$ cat src/rtl/operand_fetch.sv
// operand_fetch
// Decode-stage read side of the register file. Drives the register file read
// addresses, resolves operands (x0, optional writeback forwarding), tracks
// outstanding producers in a 32-entry pending scoreboard and captures the
// issued instruction into the ID/EX stage register.
//
// Build option: OPFETCH_WB_BYPASS_EN
//   defined   - same-cycle writeback data is forwarded to the operands and a
//               same-cycle writeback resolves RAW/WAW hazards on that register.
//   undefined - operands always come from the register file; a source or rd
//               matching a valid nonzero wb_addr stalls for one more cycle.
//
// Ports
//   clk, rst                 clock, asynchronous active-low reset
//   in_valid / in_ready      decoded instruction handshake
//   in_rs1/2_addr, in_uses_* source registers and whether they are read
//   in_rd_addr, in_rd_we     destination register
//   rf_rs1/2_addr, _data     combinational register file read port
//   wb_valid, wb_addr, wb_data  writeback this cycle
//   flush                    kill the instruction held in the stage register
//   out_valid / out_ready    ID/EX stage register handshake
//   out_rs1/2, out_rd_*      captured operands and destination
//   pending                  scoreboard, bit 0 always 0
module operand_fetch (
  input  logic        clk,
  input  logic        rst,
  input  logic        in_valid,
  output logic        in_ready,
  input  logic [4:0]  in_rs1_addr,
  input  logic [4:0]  in_rs2_addr,
  input  logic        in_uses_rs1,
  input  logic        in_uses_rs2,
  input  logic [4:0]  in_rd_addr,
  input  logic        in_rd_we,
  output logic [4:0]  rf_rs1_addr,
  output logic [4:0]  rf_rs2_addr,
  input  logic [31:0] rf_rs1_data,
  input  logic [31:0] rf_rs2_data,
  input  logic        wb_valid,
  input  logic [4:0]  wb_addr,
  input  logic [31:0] wb_data,
  input  logic        flush,
  output logic        out_valid,
  input  logic        out_ready,
  output logic [31:0] out_rs1,
  output logic [31:0] out_rs2,
  output logic [4:0]  out_rd_addr,
  output logic        out_rd_we,
  output logic [31:0] pending
);

  logic [31:0] pending_q, pending_d;
  logic        out_valid_q, out_valid_d;
  logic [31:0] out_rs1_q, out_rs1_d;
  logic [31:0] out_rs2_q, out_rs2_d;
  logic [4:0]  out_rd_addr_q, out_rd_addr_d;
  logic        out_rd_we_q, out_rd_we_d;

  logic        wb_hit_rs1, wb_hit_rs2, wb_hit_rd;
  logic        haz_rs1, haz_rs2, haz_waw, hazard;
  logic [31:0] opnd_rs1, opnd_rs2;
  logic        issue;

  assign rf_rs1_addr = in_rs1_addr;
  assign rf_rs2_addr = in_rs2_addr;

  // A writeback to x0 never matches: x0 is neither forwarded nor tracked.
  assign wb_hit_rs1 = wb_valid && (wb_addr == in_rs1_addr) && (in_rs1_addr != 5'd0);
  assign wb_hit_rs2 = wb_valid && (wb_addr == in_rs2_addr) && (in_rs2_addr != 5'd0);
  assign wb_hit_rd  = wb_valid && (wb_addr == in_rd_addr)  && (in_rd_addr  != 5'd0);

  // pending_q[0] is held at 0, so x0 sources never raise a hazard.
  always_comb begin
    opnd_rs1 = (in_rs1_addr == 5'd0) ? 32'd0 : rf_rs1_data;
    opnd_rs2 = (in_rs2_addr == 5'd0) ? 32'd0 : rf_rs2_data;
`ifdef OPFETCH_WB_BYPASS_EN
    if (wb_hit_rs1) opnd_rs1 = wb_data;
    if (wb_hit_rs2) opnd_rs2 = wb_data;
    haz_rs1 = in_uses_rs1 && pending_q[in_rs1_addr] && !wb_hit_rs1;
    haz_rs2 = in_uses_rs2 && pending_q[in_rs2_addr] && !wb_hit_rs2;
    haz_waw = in_rd_we && (in_rd_addr != 5'd0) && pending_q[in_rd_addr] && !wb_hit_rd;
`else
    // Without forwarding a same-cycle writeback is only visible in the
    // register file next cycle, so it stalls like a pending bit.
    haz_rs1 = in_uses_rs1 && (pending_q[in_rs1_addr] || wb_hit_rs1);
    haz_rs2 = in_uses_rs2 && (pending_q[in_rs2_addr] || wb_hit_rs2);
    haz_waw = in_rd_we && (in_rd_addr != 5'd0) && (pending_q[in_rd_addr] || wb_hit_rd);
`endif
    hazard = haz_rs1 || haz_rs2 || haz_waw;
  end

`ifndef OPFETCH_WB_BYPASS_EN
  logic unused_wb_data;
  assign unused_wb_data = ^wb_data;
`endif

  assign in_ready = (!out_valid_q || out_ready) && !hazard && !flush;
  assign issue    = in_valid && in_ready;

  always_comb begin
    out_valid_d   = out_valid_q;
    out_rs1_d     = out_rs1_q;
    out_rs2_d     = out_rs2_q;
    out_rd_addr_d = out_rd_addr_q;
    out_rd_we_d   = out_rd_we_q;
    if (issue) begin
      out_valid_d   = 1'b1;
      out_rs1_d     = opnd_rs1;
      out_rs2_d     = opnd_rs2;
      out_rd_addr_d = in_rd_addr;
      out_rd_we_d   = in_rd_we;
    end else if (flush || out_ready) begin
      out_valid_d   = 1'b0;
    end
  end

  // Order matters: the issue set is applied last so it wins over any clear.
  always_comb begin
    pending_d = pending_q;
    if (flush && out_valid_q && out_rd_we_q) pending_d[out_rd_addr_q] = 1'b0;
    if (wb_valid) pending_d[wb_addr] = 1'b0;
    if (issue && in_rd_we) pending_d[in_rd_addr] = 1'b1;
    pending_d[0] = 1'b0;
  end

  always_ff @(posedge clk or negedge rst) begin
    if (!rst) begin
      pending_q     <= '0;
      out_valid_q   <= 1'b0;
      out_rs1_q     <= '0;
      out_rs2_q     <= '0;
      out_rd_addr_q <= '0;
      out_rd_we_q   <= 1'b0;
    end else begin
      pending_q     <= pending_d;
      out_valid_q   <= out_valid_d;
      out_rs1_q     <= out_rs1_d;
      out_rs2_q     <= out_rs2_d;
      out_rd_addr_q <= out_rd_addr_d;
      out_rd_we_q   <= out_rd_we_d;
    end
  end

  assign out_valid   = out_valid_q;
  assign out_rs1     = out_rs1_q;
  assign out_rs2     = out_rs2_q;
  assign out_rd_addr = out_rd_addr_q;
  assign out_rd_we   = out_rd_we_q;
  assign pending     = pending_q;

endmodule
$ cat config.mk
export PLATFORM = sky130hd
export DESIGN_NAME = operand_fetch
export DESIGN_NICKNAME = d
export VERILOG_FILES = /design/src/rtl/operand_fetch.sv
export SDC_FILE = /design/constraint.sdc
export NUM_CORES = 1
export LEC_CHECK = 0
export ABC_AREA = 1
export CAP_MARGIN = 25
export CORE_ASPECT_RATIO = 1.4
export CORE_MARGIN = 2
export CORE_UTILIZATION = 41
export CTS_CLUSTER_DIAMETER = 40
export CTS_CLUSTER_SIZE = 24
export DETAILED_ROUTE_END_ITERATION = 8
export GPL_TIMING_DRIVEN = 0
export PLACE_DENSITY = 0.78
export RECOVER_POWER = 25
export SLEW_MARGIN = 20
export SYNTH_ARGS = -nofsm -noshare
export SYNTH_HDL_FRONTEND = slang
export SYNTH_SLANG_ARGS = --single-unit
$ cat constraint.sdc
create_clock -name clk -period 1.91 [get_ports clk]
set_input_delay 0.382 -clock clk [delete_from_list [all_inputs] [get_ports clk]]
set_output_delay 0.382 -clock clk [all_outputs]
set_load 0.03 [all_outputs]
* Yosys cells after proc, flatten, opt, wreduce, memory -nomap -nowiden
Index checks and enable logic that the tools add are counted.
** Storage, ports and cells
- Bits in registers :: 102
- Bits of input ports :: 125
- Output and inout port bits :: 114
- Word-level logic and storage cells :: 76
** Cells by class
- $lt $le $gt $ge :: 8
- Eq/ne operators :: 3
- Multiplexer cells :: 19
- Bitwise operators :: 5
- Reduce and logical (&&, ||, !) cells :: 35
** Operators by type and width (count)
- $mux 32 :: 5
- $and 32x32->32 :: 2
- $not 32->32 :: 2
- $or 32x32->32 :: 1
- $lt 5x6->1 const B :: 5
- $logic_and 1x1->1 :: 19
- $bmux 1 s5 :: 3
- $demux 1 s5 :: 3
- $eq 5x5->1 :: 3
- $ge 5x1->1 const B :: 3
- $reduce_bool 5->1 :: 3
- $logic_not 5->1 :: 2
- $mux 1 :: 8
- $logic_or 1x1->1 :: 7
- $logic_not 1->1 :: 3
- $reduce_bool 2->1 :: 1

* Depth between registers and ports, before layout
- Depth in word-level cells :: 13
- Depth in mapped cells :: 18
- Mapped depth without buffers :: 16

* Worst setup path after synthesis
OpenSTA, ideal clock, no wires.
- Path kind :: input to output
- Start :: in in_rs2_addr[0]
- End :: out in_ready
- Arrival :: 1.652 ns
- Data required time :: 1.528 ns
- Setup slack :: -0.124 ns
- Stages on the path :: 14
- Path through :: buf_4 > inv_2 > buf_6 > nand2_1 > nand3_1 > nand2_1 > nor2_1 > nand2_1 > nand3_1 > nand3_1 > nand2_1 > inv_2 > nor2_4 > buf_2
** On the way
- Longest elaborated chain between the ends :: 10
- Elaborated cells between the ends (all ways) :: 13
** Ends and longest elaborated chain
- start: declaration :: line 30 : input logic [4:0] in_rs2_addr,
- parallel branches: the longest is 3 deep, another holds $bmux 1 s5
- $logic_or 1x1->1 * :: line 86 : haz_rs2 = in_uses_rs2 && (pending_q[in_rs2_addr] || wb_hit_rs2);
- $logic_and 1x1->1 * :: line 86
- $logic_or 1x1->1 * (2 in series) :: line 89 : hazard = haz_rs1 || haz_rs2 || haz_waw;
- $logic_not 1->1 * :: line 97 : assign in_ready = (!out_valid_q || out_ready) && !hazard && !flush;
- $logic_and 1x1->1 * (2 in series) :: line 97
- end: declaration :: line 28 : output logic in_ready,
Every way passes the cells marked *. The select of a mux whose other input is x is not followed.

* Worst setup path after layout
- Start :: reg pending_q[19], in the netlist pending[19]
- End :: out in_ready
** On the way
- Longest elaborated chain between the ends :: 9
- Elaborated cells between the ends (all ways) :: 17
** Ends and longest elaborated chain
- start: declaration :: line 52 : logic [31:0] pending_q, pending_d;
- start signal: assignment :: line 135 : pending_q <= pending_d;
- $bmux 1 s5 (on tied branches) :: line 85, 86
- $mux 1 (on tied branches) :: line 85, 86
- $logic_or 1x1->1 (on tied branches) :: line 85, 86
- $logic_and 1x1->1 (on tied branches) :: line 85, 86
- $logic_or 1x1->1 :: line 89
- $logic_or 1x1->1 * :: line 89
- $logic_not 1->1 * :: line 97
- $logic_and 1x1->1 * (2 in series) :: line 97
Mark *: on every way between the ends. The rest lies on a longest branch, timed or not. The select of a mux whose other input is x is not followed.

==> impl.org <==
** Pwr
- Part of the power in combinational logic :: 0.486
- Of the total power, the share spent switching nets is 0.4212.
- The analysis attributes to cell leakage a power of 5.022 nW.
- Total power density per cell area :: 968.2 nW/um^2
- VDD sags by at most 777.5 uV.
- Total design power :: 9.767 mW
- Cell internal power was estimated by the tool at 5.653 mW.
- The share of total power dissipated in sequential elements is 0.330.
- Clock power frac :: 0.184
- Power spent charging and discharging nets :: 4.114 mW

** STA
- Unrepaired setup endpoints after global routing :: true
- On the final layout, the worst clock skew is 0.01246 ns.
- After routing, the total negative slack on setup checks comes to -33.87 ns.
- Worst relative slew slack :: 0.4072
- Count of final setup violators :: 104
- Final setup margin :: -0.4443 ns
- Subtracting the final worst setup slack from the clock period gives 2.354 ns.
- Hold violation total from the final report :: 0
- Based on the critical path, the design can be clocked at up to 424.8 MHz.
- Final Max Slew Viols :: 0
- At the pin with the least slew margin, the transition time is 0.8892 ns.
- Final worst-path cycle share :: 1.233

** Routing
- In the final routed layout, each cell accounts on average for 19.27 um.
- # DRC :: 0
- Detailed routing inserted a total of 7826 vias.
- Total wirelength of the detailed-routed design :: 26940 um
- The detail route stage leaves a number of antenna-violating nets equal to 0.
- After the first detailed-routing iteration, the DRC count stood at 590.
- After detailed routing, the number of vias per cell comes to 5.598.
- For this run, the detailed router's first-pass iteration total came to 6.

** Cells and area
- The number of antenna diodes in the final layout is 0.
- Post-layout nets :: 1326
- Of the cells placed in the final design, the portion with a size suffix greater than 1 is 0.1733.
- Flip-flop and latch area :: 2571 um^2
- Summing all multi-input logic gate instances after layout gives 3112 um^2.
- The library cell used most frequently in the layout, excluding fill and tap cells, is nand2_1.
- Filler Cell Count :: 1236
- Count of placed standard cells in the final layout, fillers left out :: 1398
- Commonest cells after routing, fill and taps aside :: nand2_1 (340), clkdlybuf4s50_1 (151), nand4_1 (97)
- Relative to the synthesized area, the layout overhead comes to 59.77%.
- For this run, the share of the core covered by cells in the final layout is 0.6701.
- The finished cells cover 10090 um^2.

** Clocking
- Clock-pin transition on the worst setup and hold timing paths :: 0.07 ns
- The longest clock path from root to sink contains 2 buffers.
- H-tree depth :: 3
- Clock tree synthesis found a total of 102 sinks.
- TritonCTS built the clock tree.
- Counting the buffers created by CTS gives 9.
- Clk root buf :: clkbuf_16
- For the worst-skew pair, the clock arrives at the later sink with an insertion delay of 0.36 ns.

** Flow run
- The tool flagged a number of max-cap violations equal to 0.

** Logic synthesis
- Dominant combinational cell family by area after synthesis :: simple AND/OR/NAND/NOR gates
- Top area cells in the synthesized netlist :: dfrtp_1 (40%), nand2_1 (20%), nand4_1 (9.6%)
- Post-synthesis simple-gate area fraction :: 0.4057
- Post-synthesis register bit count :: 102
- The netlist uses 26 different library cells.
- For this run, asynchronously set or reset flops after synthesis account for 1.000.
- When the netlist entered floorplanning its net count stood at 1045.
- The share of synthesized area in the top cell type comes to 0.4043.
- The synthesized netlist occupies a cell area of 6314 um^2.
- Average instance area after synthesis :: 6.863 um^2
- Ys flop type :: dfrtp_1
- Dominant cell type by area after synthesis :: dfrtp_1
- Adder-cell share of the synthesized area :: 0
- The complex-gate fraction of the synthesized area came to 0.06857.
- The portion of synthesized area spent on multiplexers is 0.
- Number of standard cells after synthesis :: 920
- Yosys warning total :: 0
- Of the synthesized area, sequential elements account for 0.4043.
- The synthesized design contains 0 enable-type register cells.
- XOR/XNOR Fraction of Synth Area :: 0.004162

** Critical path
- Setup slack on the worst flop-to-flop path :: -0.39 ns
- STA classifies the critical path endpoint as an output pin.
- R2R cell count :: 17
- The worst register-to-register path ends at out_rs1[27]$_DFFE_PN0P_.
- Of all nets on the critical path, the largest fanout is 4.
- The worst setup path is launched from a register.
- WS Path Type :: register to output pin
- The worst register-to-register path begins at pending[19]$_DFF_PN0_.
- Required time of the critical path :: 1.53 ns
- Data arrives at the worst endpoint at 1.97 ns.

** Place
- Buffers placed on the I/O ports in this run total 199.
- Post-detail-place hpwl :: 18500 um
- RD Place Congestion :: 1.044
- Placed instance area :: 8596 um^2
- Total placed cells including tap cells :: 1312

** Die
- Chip Height :: 150.8 um
- The initial utilization of the core area, before any placement, comes to 0.4194.
- The die covers 16420 um^2.
- Site row count :: 53
- The floorplan step defined a core boundary enclosing 15050 um^2.
- Die X :: 108.9 um
- Boundary Pins :: 239

** Outcome
- The final reports fail on negative setup slack.
- The flow ran to the end, but the final reports show violations.

** Global route
- The via count of the first global-routing pass came to 7553.
- Across every metal layer, demand over resource in global routing totals 0.3195.
- Global-route wire length before repair :: 39600 um
- Global routing finished with a remaining overflow of 0.
- Antenna violations before repair :: 0
- Entering global routing, the biggest net connects 69 pins.

** Worst hold path
- The worst hold path begins at in_rd_we.
- The path with the worst hold slack has its endpoint at pending[31]$_DFF_PN0_.
- Cell depth of the worst hold path :: 3
- The min-delay analysis places its worst path in the category input port to register.
-- power groups by stage --
stage | logic [mW] | clock network [mW] | registers, mW
after global routing | 5.03 | 1.88 | 3.28
after floorplan | 1.19 | 0 | 4.26
final | 4.74 | 1.80 | 3.23
after detailed placement | 4.17 | 0 | 3.23
after global placement | 4.11 | 0 | 3.23
after CTS | 4.50 | 1.79 | 3.21
-- logic make-up (layout without fill, tap and decap cells) --
group           Yosys count  after routing
other cells               1              1
compound gates           75             75
xor+xnor                  3              3
buf+inv                 151            436
flops                   102            102
simple gates            588            589
-- how the worst max path moves through the flow --
| stage | depth (start not counted) | endpoint | startpoint | slack, ns |
|---|---|---|---|---|
| floorplan | 12 | in_ready | in_rd_addr[0] | 0.001 |
| CTS | 13 | in_ready | pending[6]$_DFF_PN0_ | -0.38 |
| global route | 15 | in_ready | pending[14]$_DFF_PN0_ | -0.56 |
| detailed placement | 10 | in_ready | in_rs2_addr[1] | -1.72 |
| global placement | 1 | pending[12]$_DFF_PN0_ | rst | -3.43 |
| finish | 12 | in_ready | pending[19]$_DFF_PN0_ | -0.44 |
-- cell type report --
class                           instances  share of cell area
Multi-Input combinational cell        668              0.3085
Clock inverter                          6            0.005086
Inverter                               87             0.03337
Sequential cell                       102              0.2549
Tap cell                              192             0.02382
Buffer                                 64             0.05495
Timing Repair Buffer                  269              0.2967
Clock buffer                           10             0.02270
-- state kept, by name, summed over array words and instances (netlist names) --
register / flops
out_rs1: 32
out_valid: 1
out_rd_addr: 5
pending: 31
out_rs2: 32
out_rd_we: 1
-- critical path: stages (launching register included) --
cell	delay, ns
dfrtp_2	0.46
buf_4	0.16
nor2_1	0.09
nor3_1	0.05
nor2_1	0.08
nand2_1	0.05
nand3_1	0.09
nand2_1	0.07
nand2_2	0.09
nand3_2	0.09
nor2_4	0.15
buf_6	0.12
buf_6	0.12
-- timing repair --
action | CTS | global route
hold buffers | 1 | 0
setup endpoints to repair | 120 | 115
gates resized for setup | 141 | 46
endpoints found under the hold margin | 34 | 0
cloned | 14 | 6
buffers inserted | 25 | 27
pin swaps | 31 | 23
-- routing by layer --
layer / global-route usage / share of wire
met1: 0.3450 / 0.35
met2: 0.5528 / 0.50
met3: 0.07530 / 0.085
met4: 0.2051 / 0.064
met5: 0 / 0
-- synth_stat cells (3+ instances only) --
| cell | instances |
|---|---|
| a21oi_1 | 28 |
| buf_1 | 3 |
| buf_2 | 16 |
| buf_4 | 14 |
| buf_6 | 13 |
| clkbuf_1 | 18 |
| dfrtp_1 | 102 |
| inv_1 | 75 |
| inv_2 | 12 |
| nand2_1 | 344 |
| nand3_1 | 51 |
| nand4_1 | 97 |
| nor2_1 | 69 |
| nor3_1 | 24 |
| o211ai_1 | 4 |
| o21ai_0 | 22 |
| o21ai_1 | 5 |
| o221ai_1 | 10 |
| o22ai_1 | 4 |
-- through the flow --
step                setup slack (ns)  hold slack [ns]
floorplan                   0.001367          0.08641
global placement              -3.425           0.4615
detailed placement            -1.722           0.2970
global route                 -0.5586           0.4482
finish                       -0.4443           0.4623
CTS                          -0.3782           0.3978
Note: power is estimated with default switching activity, not from simulation.
==> variant 1, RTL diff (same flow settings) <==
Make the reset (`rst`) synchronous in one clocked block. Comments in the files are not updated.
--- a/src/rtl/operand_fetch.sv
+++ b/src/rtl/operand_fetch.sv
@@ -123,7 +123,7 @@
     pending_d[0] = 1'b0;
   end
 
-  always_ff @(posedge clk or negedge rst) begin
+  always_ff @(posedge clk) begin
     if (!rst) begin
       pending_q     <= '0;
       out_valid_q   <= 1'b0;
Check against the original RTL: differs if rst is asserted again (counterexample within 4 cycles, from zero or initial values and one cycle with rst low); with rst held inactive, the same outputs for 4 cycles.
==> variant 1 against the original RTL <==
The run still ends with setup timing left. Critical path depth grew 1. Sequential cell count is the same. Cell area shrank 8.7%. Sequential share of layout area shrank 2.9 points. Die area shrank 6.8%. Synthesized cell count shrank 0.33%. Wire length shrank 8.0%. Register-to-register slack gained 100 ps. Synthesized area shrank 7.1%. Setup slack gained 39 ps.
Power is not compared: it rests on default switching activity, and its combinational part moved more than twofold at a synthesized area within 25%.
==> variant 1: results (changes against the original RTL) <==
{
  "worstSkewPairLatency": {"value": 340, "unit": "ps", "change": "-20 ps"},
  "grt_start_max_net_pins": {"value": 17, "change": "-75%"},
  "detail_route.wirelength.met1": {"value": 8.35, "unit": "mm", "change": "-12%"},
  "met2_wirelength": {"value": 12.2, "unit": "mm", "change": "-9.6%"},
  "status": {"value": "finished with violations"},
  "synth_top_cells_by_count": {"value": "229 x sky130_fd_sc_hd__nand2_1, 134 x sky130_fd_sc_hd__a21oi_1, 102 x sky130_fd_sc_hd__dfxtp_1"},
  "critPathSlowestCell": {"value": "sky130_fd_sc_hd__buf_2"},
  "postSynth.asyncResetShare": {"value": 0, "change": "-1.00"},
  "fin_worst_skew": {"value": 7.50, "unit": "ps", "change": "-4.96 ps"},
  "setup_tns": {"value": -22330, "unit": "ps", "change": "+11530 ps"},
  "synthesis.instances": {"value": 917, "change": "-0.33%"},
  "synth_xor_area_frac": {"value": 0.00299, "change": "-0.00118"},
  "post_dp_cell_area": {"value": 0.00811, "unit": "sq mm", "change": "-5.7%"},
  "wl": {"value": 24.8, "unit": "mm", "change": "-8.0%"},
  "via_per_inst": {"value": 5.66, "change": "+1.1%"},
  "violations_in_the_final_reports": {"value": "setup timing"},
  "postLayoutSetupSlackWorst": {"value": -405, "unit": "ps", "change": "+39.4 ps"},
  "finalSetupViolCount": {"value": 103, "change": "-0.96%"},
  "port_buffers": {"value": 197, "change": "-1.0%"},
  "postCtsSetupRepairBufs": {"value": 17, "change": "-32%"},
  "global_routing_met2_resource_utilization": {"value": 0.554, "change": "+0.000776"},
  "worst_ep_arrival_time": {"value": 1930, "unit": "ps", "change": "-40 ps"},
  "layout.filler_cells": {"value": 1199, "change": "-3.0%"},
  "first_global_vias": {"value": 7287, "change": "-3.5%"},
  "timing.critical_path.fanout_max": {"value": 7, "change": "+3"}
}
[variant 1: final cells by class]
type / count / area [sq um] / area share
Multi-Input combinational cell: 651 / 3290 / 0.357
Timing Repair Buffer: 235 / 2380 / 0.259
Sequential cell: 102 / 2080 / 0.226
Buffer: 77 / 594 / 0.0645
Inverter: 88 / 348 / 0.0378
Clock buffer: 12 / 256 / 0.0278
Tap cell: 185 / 231 / 0.0251
Clock inverter: 4 / 30.0 / 0.00326
[variant 1: worst max-delay path by stage]
stage	depth (start not counted)	to	start	slack, ps
final	13	in_ready	in_rd_addr[2]	-400
after global placement	13	in_ready	in_rd_addr[2]	-1740
after detailed placement	13	in_ready	in_rd_addr[2]	-1690
after floorplan	13	in_ready	in_rs2_addr[1]	3
after CTS	12	in_ready	pending[16]$_SDFF_PN0_	-380
after global routing	13	in_ready	pending[15]$_SDFF_PN0_	-470
[variant 1: worst max-delay path, delay by kind of cell]
family	cells	cell delay, ps
simple gates	9	910
buf+inv	4	630
==> variant 2, RTL diff (config.mk and constraints unchanged) <==
Made on the original files. Add a define of `OPFETCH_WB_BYPASS_EN`.
--- a/src/rtl/operand_fetch.sv
+++ b/src/rtl/operand_fetch.sv
@@ -21,6 +21,8 @@
 //   out_valid / out_ready    ID/EX stage register handshake
 //   out_rs1/2, out_rd_*      captured operands and destination
 //   pending                  scoreboard, bit 0 always 0
+`define OPFETCH_WB_BYPASS_EN
+
 module operand_fetch (
   input  logic        clk,
   input  logic        rst,
Formal check against the unedited RTL: not equivalent (Yosys sat finds a counterexample within 4 cycles, from zero or initial values and one cycle with rst low).
==> variant 2 against the original RTL <==
The run still ends with setup timing left. Synthesized area is 8.9% higher. Wire length is 17% higher. Sequential cell count stayed put. Fmax is 0.74% lower. Cell area is 6.3% higher. Total power is 0.11% higher. Setup slack worse by 17 ps. Final cell count is 11% higher. First-iteration DRC count is 27% higher. Global-route usage is 1.2 points higher. Critical endpoint unchanged.
==> variant 2: results (changes against the original RTL) <==
{
  "status": {"value": "finished with violations"},
  "violations_in_the_final_reports": {"value": "setup timing"},
  "finalSetupViolCount": {"value": 103, "change": "-0.96%"},
  "grt_start_max_net_pins": {"value": 67, "change": "-2.9%"},
  "grt_first_pass_wirelength": {"value": 45.2, "unit": "mm", "change": "+14%"},
  "postLayoutSetupSlackWorst": {"value": -462, "unit": "ps", "change": "-17.5 ps"},
  "detail_route.wirelength.met1": {"value": 10.8, "unit": "mm", "change": "+14%"},
  "post_dp_cell_area": {"value": 0.00948, "unit": "sq mm", "change": "+10%"},
  "timing.critical_path.fanout_max": {"value": 5, "change": "+1"},
  "syn_nets": {"value": 1183, "change": "+13%"},
  "fin_worst_skew": {"value": 10.0, "unit": "ps", "change": "-2.46 ps"},
  "first_global_vias": {"value": 8361, "change": "+11%"},
  "synth_top_cells_by_area": {"value": "sky130_fd_sc_hd__dfrtp_1 37%, sky130_fd_sc_hd__nand2_1 17%, sky130_fd_sc_hd__nand3_1 10%"},
  "synth_top_cells_by_count": {"value": "316 x sky130_fd_sc_hd__nand2_1, 140 x sky130_fd_sc_hd__nand3_1, 102 x sky130_fd_sc_hd__dfrtp_1"},
  "hpwlAfterDp": {"value": 23.3, "unit": "mm", "change": "+26%"},
  "design_internal_power": {"value": 5.66, "unit": "mW", "change": "+0.12%"},
  "uppermost_signal_routing_layer_after_detailed_routing": {"value": "met4"},
  "grtUsageTotal": {"value": 0.332, "change": "+0.0124"},
  "drt-wirelength-per-cell": {"value": 20.3, "unit": "um", "change": "+5.2%"},
  "worst_ep_arrival_time": {"value": 1990, "unit": "ps", "change": "+20 ps"},
  "synth.yosys.seq_area_share": {"value": 0.371, "change": "-0.0330"},
  "critPathSlowestCell": {"value": "sky130_fd_sc_hd__dfrtp_1"},
  "gpl.final_weighted_congestion": {"value": 1.01, "change": "-3.3%"},
  "setup_tns": {"value": -31130, "unit": "ps", "change": "+2740 ps"},
  "synth.lib_cells_used.distinct": {"value": 22, "change": "-15%"},
  "slew_headroom": {"value": 0.359, "change": "-0.0477"},
  "crit_path_max_incr_delay": {"value": 440, "unit": "ps", "change": "-20 ps"},
  "first_iter_violations": {"value": 752, "change": "+27%"},
  "port_buffers": {"value": 230, "change": "+16%"},
  "wl_met3": {"value": 2.38, "unit": "mm", "change": "+4.2%"},
  "dp_worst_setup_slack": {"value": -1710, "unit": "ps", "change": "+16.8 ps"},
  "dr_total_vias": {"value": 8740, "change": "+12%"},
  "syn_avg_cell_area": {"value": 6.50, "unit": "sq um", "change": "-5.3%"},
  "drive_gt1_frac": {"value": 0.131, "change": "-0.0421"},
  "leakage": {"value": 5.35, "unit": "nW", "change": "+6.5%"},
  "met2_wirelength": {"value": 16.0, "unit": "mm", "change": "+19%"},
  "via_per_inst": {"value": 5.63, "change": "+0.60%"},
  "nNetsFinal": {"value": 1469, "change": "+11%"}
}
-- variant 2: cell count changes in the layout (fill, tap and decap cells not counted), moves of 16 or more --
cell and change:
sky130_fd_sc_hd__clkdlybuf4s50_1 +41, sky130_fd_sc_hd__inv_1 +28, sky130_fd_sc_hd__buf_4 -16, sky130_fd_sc_hd__o21ai_0 +35
sky130_fd_sc_hd__nand2_1 -33, sky130_fd_sc_hd__a21oi_1 +65, sky130_fd_sc_hd__nand3_1 +84, sky130_fd_sc_hd__o21ai_1 +16
sky130_fd_sc_hd__nand4_1 -64
-- variant 2: worst paths after layout --
path | end | startpoint | slack [ps] | cells after the start
hold / removal | pending[17]$_DFF_PN0_ | in_rd_we | 400 | 3
setup / recovery | in_ready | pending[27]$_DFF_PN0_ | -460 | 13
min in group asynchronous | out_rs2[10]$_DFFE_PN0P_ | rst | 690 | 2
hold reg to reg | out_rs1[0]$_DFFE_PN0P_ | out_rs1[0]$_DFFE_PN0P_ | 480 | 2
setup reg to reg | out_rs1[12]$_DFFE_PN0P_ | pending[27]$_DFF_PN0_ | -380 | 18
max in group asynchronous | pending[23]$_DFF_PN0_ | rst | 150 | 3
-- variant 2: cells by family after synthesis --
group,Yosys count,synth area share
buffers and inverters,184,0.117
xor gates and xnor gates,1,0.00127
and+or+nand+nor,573,0.355
AOI/OAI and AO/OA,197,0.155
other,1,0.000546
DFF,102,0.371
-- variant 2: repair_timing --
action                                 in CTS  in global routing
resized for setup                         134                 55
buffers inserted                           20                  9
pin swaps                                  17                 25
cloned                                      2                 13
endpoints found under the hold margin      36                  0
setup endpoints to repair                 114                113
hold buffers                                1                  0
-- variant 2: area by class of cell --
type,instances,area [sq um]
fillers,1468,5890
plain buffers,80,648
multi-input cells,774,3690
clock inverters,7,77.6
clock buffers,9,225
repair buffers,273,2880
well taps,203,254
flip-flops and latches,102,2550
inverters,104,393
-- variant 2: critical path, delay by kind of cell (launching register included) --
family / cells / cell delay (ps)
flops: 1 / 440
simple gates: 11 / 940
buf+inv: 2 / 250
-- variant 2: routing by layer --
layer  vias to the layer above  GRT usage
li1                       4064          -
met1                      3996      0.359
met2                       538      0.591
met3                       142     0.0682
met4                         0      0.205
met5                         -          0
-- variant 2: power by group through the flow --
stage	clock network (mW)	logic (mW)	registers, mW
after floorplan	0	1.20	4.20
after global placement	0	4.17	3.20
after detailed placement	0	4.22	3.19
after CTS	1.94	4.41	3.16
after global routing	2.04	4.91	3.24
final	1.95	4.65	3.18
